`src/rtl/cpu_writeback.sv`:
```
// cpu_writeback: final pipeline stage; 2-entry in-order result buffer that
// commits to the register file through an arbitrated write port.
// Ports: i_clock, i_reset (async active-low), i_valid/o_ready push handshake,
// i_inst_rd/i_rd result in, o_rf_write/o_rf_index/o_rf_data + i_rf_grant
// register file port, o_wb_inst_rd/o_wb_rd forwarding slot, o_pending mask,
// o_instret retired counter (only when CPU_WB_INSTRET_EN is defined).
module cpu_writeback #(
    parameter int DEPTH = 2
) (
    input  logic        i_clock,
    input  logic        i_reset,
    input  logic        i_valid,
    output logic        o_ready,
    input  logic [4:0]  i_inst_rd,
    input  logic [31:0] i_rd,
    output logic        o_rf_write,
    output logic [4:0]  o_rf_index,
    output logic [31:0] o_rf_data,
    input  logic        i_rf_grant,
    output logic [4:0]  o_wb_inst_rd,
    output logic [31:0] o_wb_rd,
    output logic [31:0] o_pending
`ifdef CPU_WB_INSTRET_EN
    ,
    output logic [63:0] o_instret
`endif
);

    localparam logic [1:0] FULL = 2'(DEPTH);

    logic [4:0]  inst_q [2];
    logic [31:0] data_q [2];
    logic        rptr;
    logic        wptr;
    logic [1:0]  count;

    logic        head_valid;
    logic        head_x0;
    logic [4:0]  head_inst;
    logic [31:0] head_data;
    logic        push;
    logic        retire;
    logic [1:0]  ent_valid;

    assign head_inst  = inst_q[rptr];
    assign head_data  = data_q[rptr];
    assign head_valid = (count != 2'd0);
    assign head_x0    = (head_inst == 5'd0);

    // Full buffer refuses a push even if the head retires this cycle,
    // which keeps o_ready a pure function of registered state.
    assign o_ready = (count != FULL);
    assign push    = i_valid && o_ready;

    // x0 heads drain without touching the register file.
    assign retire = head_valid && (head_x0 || i_rf_grant);

    assign o_rf_write = head_valid && !head_x0;
    assign o_rf_index = o_rf_write ? head_inst : 5'd0;
    assign o_rf_data  = o_rf_write ? head_data : 32'd0;

    assign o_wb_inst_rd = head_valid ? head_inst : 5'd0;
    // An x0 head forwards zero so an rs == x0 match stays architecturally 0.
    assign o_wb_rd = o_rf_write ? head_data : 32'd0;

    always_comb begin
        ent_valid[0] = (count == FULL) || ((count == 2'd1) && !rptr);
        ent_valid[1] = (count == FULL) || ((count == 2'd1) && rptr);
    end

    always_comb begin
        o_pending = 32'd0;
        for (int i = 0; i < 2; i++) begin
            if (ent_valid[i]) begin
                o_pending[inst_q[i]] = 1'b1;
            end
        end
        o_pending[0] = 1'b0;
    end

    always_ff @(posedge i_clock or negedge i_reset) begin
        if (!i_reset) begin
            for (int i = 0; i < 2; i++) begin
                inst_q[i] <= 5'd0;
                data_q[i] <= 32'd0;
            end
        end else if (push) begin
            inst_q[wptr] <= i_inst_rd;
            data_q[wptr] <= i_rd;
        end
    end

    always_ff @(posedge i_clock or negedge i_reset) begin
        if (!i_reset) begin
            rptr  <= 1'b0;
            wptr  <= 1'b0;
            count <= 2'd0;
        end else begin
            if (push) begin
                wptr <= ~wptr;
            end
            if (retire) begin
                rptr <= ~rptr;
            end
            unique case ({push, retire})
                2'b10:   count <= count + 2'd1;
                2'b01:   count <= count - 2'd1;
                default: count <= count;
            endcase
        end
    end

`ifdef CPU_WB_INSTRET_EN
    logic [63:0] instret_q;

    always_ff @(posedge i_clock or negedge i_reset) begin
        if (!i_reset) begin
            instret_q <= 64'd0;
        end else if (retire) begin
            instret_q <= instret_q + 64'd1;
        end
    end

    assign o_instret = instret_q;
`endif

endmodule

```
`config.mk`:
```
export PLATFORM = sky130hd
export DESIGN_NAME = cpu_writeback
export DESIGN_NICKNAME = d
export VERILOG_FILES = /design/src/rtl/cpu_writeback.sv
export SDC_FILE = /design/constraint.sdc
export NUM_CORES = 1
export LEC_CHECK = 0
export ABC_CLOCK_PERIOD_IN_PS = 4300
export CAP_MARGIN = 15
export CORE_ASPECT_RATIO = 1.25
export CORE_UTILIZATION = 51
export DETAILED_ROUTE_END_ITERATION = 10
export GPL_TIMING_DRIVEN = 0
export PLACE_DENSITY = 0.87
export SETUP_SLACK_MARGIN = 0.3
export SYNTH_ARGS = -nofsm -noshare
export SYNTH_HDL_FRONTEND = slang
export SYNTH_SLANG_ARGS = --single-unit
```
`constraint.sdc`:
```
create_clock -name i_clock -period 4.3 [get_ports i_clock]
set_input_delay 0.86 -clock i_clock [delete_from_list [all_inputs] [get_ports i_clock]]
set_output_delay 0.86 -clock i_clock [all_outputs]
set_load 0.005 [all_outputs]
```
==> results.tsv <==
metric	value	unit
status	finished, final reports clean	
cts_buffer_depth	2	
clock.fmax	268	MHz
worst_r2r_path_depth	7	
syn2layout_area_growth	39.3	%
synthCells	382	
cts_tree	built	
critPathKind	reg -> out	
p_sw	1.93	mW
r2r-end	count[1]	
fin_crit_sh	86.9	%
clk_latency	0.35	ns
path_clk_slew	0.08	ns
synth-edff-count	0	
post_cts_buffers	0	
synth.area.top_cells	dfrtp_1 42%, mux2_2 16%, mux2i_1 8.0%	
yosysMostFrequentCell	dfrtp_1	
fp.dieArea	9470	sq um
netlist_area	4630	sq um
num-fill-cells	648	
crit_arrival	2.88	ns
synth_compound_area_share	5.70	%
ys_seq_area_share	42.1	%
post_drt_wl_per_cell	16.3	um
post-route-drc-count	0	
clock_skew	0.0107	ns
cts_hold_buf	0	
peakVddDrop	0.507	mV
grt_max_degree	45	
ys_top_cells_by_count	78 x dfrtp_1, 66 x mux2_2, 37 x mux2i_1	
dr.first_iter.drc_count	177	
synthXorXnorAreaFrac	0.567	%
r2r_setup_slack	2.31	ns
ys_types	38	
die_w	87.3	um
cts_num_sinks	78	
yosysTopAreaCellShare	42.1	%
hold_viol	0	
muxShareOfSynthArea	26.0	%
p_sw_share	34.3	%
seqPwrFrac	24.1	%
ctsResizeCount	0	
drv_cap	0	
first_pass_iters	7	
async_reset_ff_share	100	%
maxSlewHeadroom	50.4	%
rows	38	
startpoint	count[0]	
initial_core_util	53.0	%
post-dp-hpwl	8170	um
synth_top_family_by_area	multiplexers	
path_max_fanout	10	
ys.flop_type	dfrtp_1	
grt_overflow	0	
grt_util_all_layers	24.6	%
setup_tns	0	ns
io_buffers	147	
crit_required	3.44	ns
setup_viol	0	
drive_above_1_share	30.8	%
cts_root_buffer	clkbuf_8	
place_congestion	0.855	
combPwrFrac	66.5	%
setup.worst_path.end	o_wb_rd[24]	
viasPerCell	5.35	
yosys.area.top_type	dfrtp_1	
core	8750	sq um
numCtsBuffers	9	
tightest_slew	0.744	ns
crit_path_end_kind	primary output	
ant_nets	0	
io_pins	149	
fin_nets	586	
synth_seq_cells	78	
num_vias	3557	
grt_pass1_wl	17700	um
die_h	109	um
routed_wirelength	10800	um
r2r_start	count[0]	
power_density	869	nW/um^2
rsz0062_at_grt	no	
placedCellCount	650	
hold_class	in -> async	
synthSimpleGateAreaFrac	13.6	%
leakage	2.71	nW
slew_viol_final	0	
power_frac_clock	9.4	%
ys_warn_count	0	
syn_nets	427	
fin_cells	665	
p_int	3.68	mW
crit_path_start_kind	flip-flop	
grt_pass1_vias	3631	
antenna_cells	0	
avgSynthCellArea	12.1	sq um
min_period	3.74	ns
synth_fa_ha_area_share	1.08	%
antenna_found_initial	0	
h-tree-depth	3	
==> area by class of cell <==
class / count / area [sq um] / area share, %
multi-input cells: 239 / 2180 / 33.7
flip-flops and latches: 78 / 1950 / 30.2
repair buffers: 148 / 1490 / 23.1
plain buffers: 59 / 483 / 7.48
clock buffers: 14 / 153 / 2.36
well taps: 120 / 150 / 2.33
clock inverters: 1 / 30.0 / 0.465
inverters: 6 / 22.5 / 0.349
==> stage by stage <==
stage               utilization, %  instance area (sq um)  power, mW  hold WS [ns]  setup WS, ns
floorplan                        -                   4630       3.42         0.457          1.84
global placement              71.5                   6260       5.00         0.467        -0.197
detailed placement            71.7                   6270       5.12         0.475         0.873
CTS                           73.8                   6460       5.66         0.456         0.475
global route                  73.8                   6460       6.00         0.476         0.378
finish                        73.8                   6460       5.61         0.450         0.565
==> power by group through the flow <==
stage	Clock (mW)	Sequential [mW]	Combinational (mW)
floorplan	0	1.29	2.12
global placement	0	1.33	3.67
detailed placement	0	1.36	3.76
CTS	0.537	1.35	3.77
global route	0.569	1.40	4.03
finish	0.528	1.35	3.73
==> cells in the final DEF (no fill, tap or decap), drive strengths merged <==
master         count
a21o               1
buf               53
bufinv             1
clkbuf            22
clkdlybuf4s50    146
conb               1
dfrtp             78
ha                 4
inv                6
mux2              74
mux2i             37
nand2              5
nand2b             1
nand3              4
nand3b             8
nor2              13
nor2b              1
nor3              36
nor3b              1
nor4               1
nor4b              1
nor4bb             1
o211ai             4
o21ai              1
o21ba              1
o22a               1
o22ai             31
o311ai             1
or3                3
or3b               5
xnor2              3
==> state kept, by name, indices dropped and copies added (netlist names) <==
name,count
count,2
data_q,64
wptr,1
rptr,1
inst_q,10
==> routing by layer <==
layer | vias up | track usage [%] | part of all wire [%] | wire, um
met4 | 0 | 10.5 | 1.7 | 188
met1 | 1742 | 27.4 | 38 | 4150
met5 | - | 0 | 0 | 0
li1 | 1675 | - | - | -
met2 | 126 | 45.8 | 55 | 6010
met3 | 14 | 3.82 | 4.6 | 498
==> worst min path at each step <==
| stage | from | to | slack (ns) | cells past startpoint |
|---|---|---|---|---|
| after global routing | i_reset | data_q[47] | 0.48 | 1 |
| final | i_reset | data_q[52] | 0.45 | 1 |
| after floorplan | data_q[41] | data_q[41] | 0.46 | 1 |
| after CTS | i_reset | data_q[47] | 0.46 | 1 |
| after global placement | data_q[41] | data_q[41] | 0.47 | 1 |
| after detailed placement | data_q[41] | data_q[41] | 0.48 | 1 |
==> logic make-up (layout without fill, tap and decap cells) <==
logic type                 Yosys count  in the layout
muxes                              111            111
and+or+nand+nor                     80             80
DFF                                 78             78
buffers and inverters               65            228
AOI/OAI and AO/OA                   40             40
adders and majority gates            4              4
xor gates and xnor gates             3              3
other                                1              1
==> worst max-delay path, stage by stage (launching register included) <==
cell and delay, ns:
dfrtp_1 0.42, inv_1 0.10, ha_1 0.18, clkbuf_1 0.45
clkbuf_1 0.63, nor3_2 0.13, buf_4 0.17, clkdlybuf4s50_1 0.44
Power figures use the tool's default switching activity.
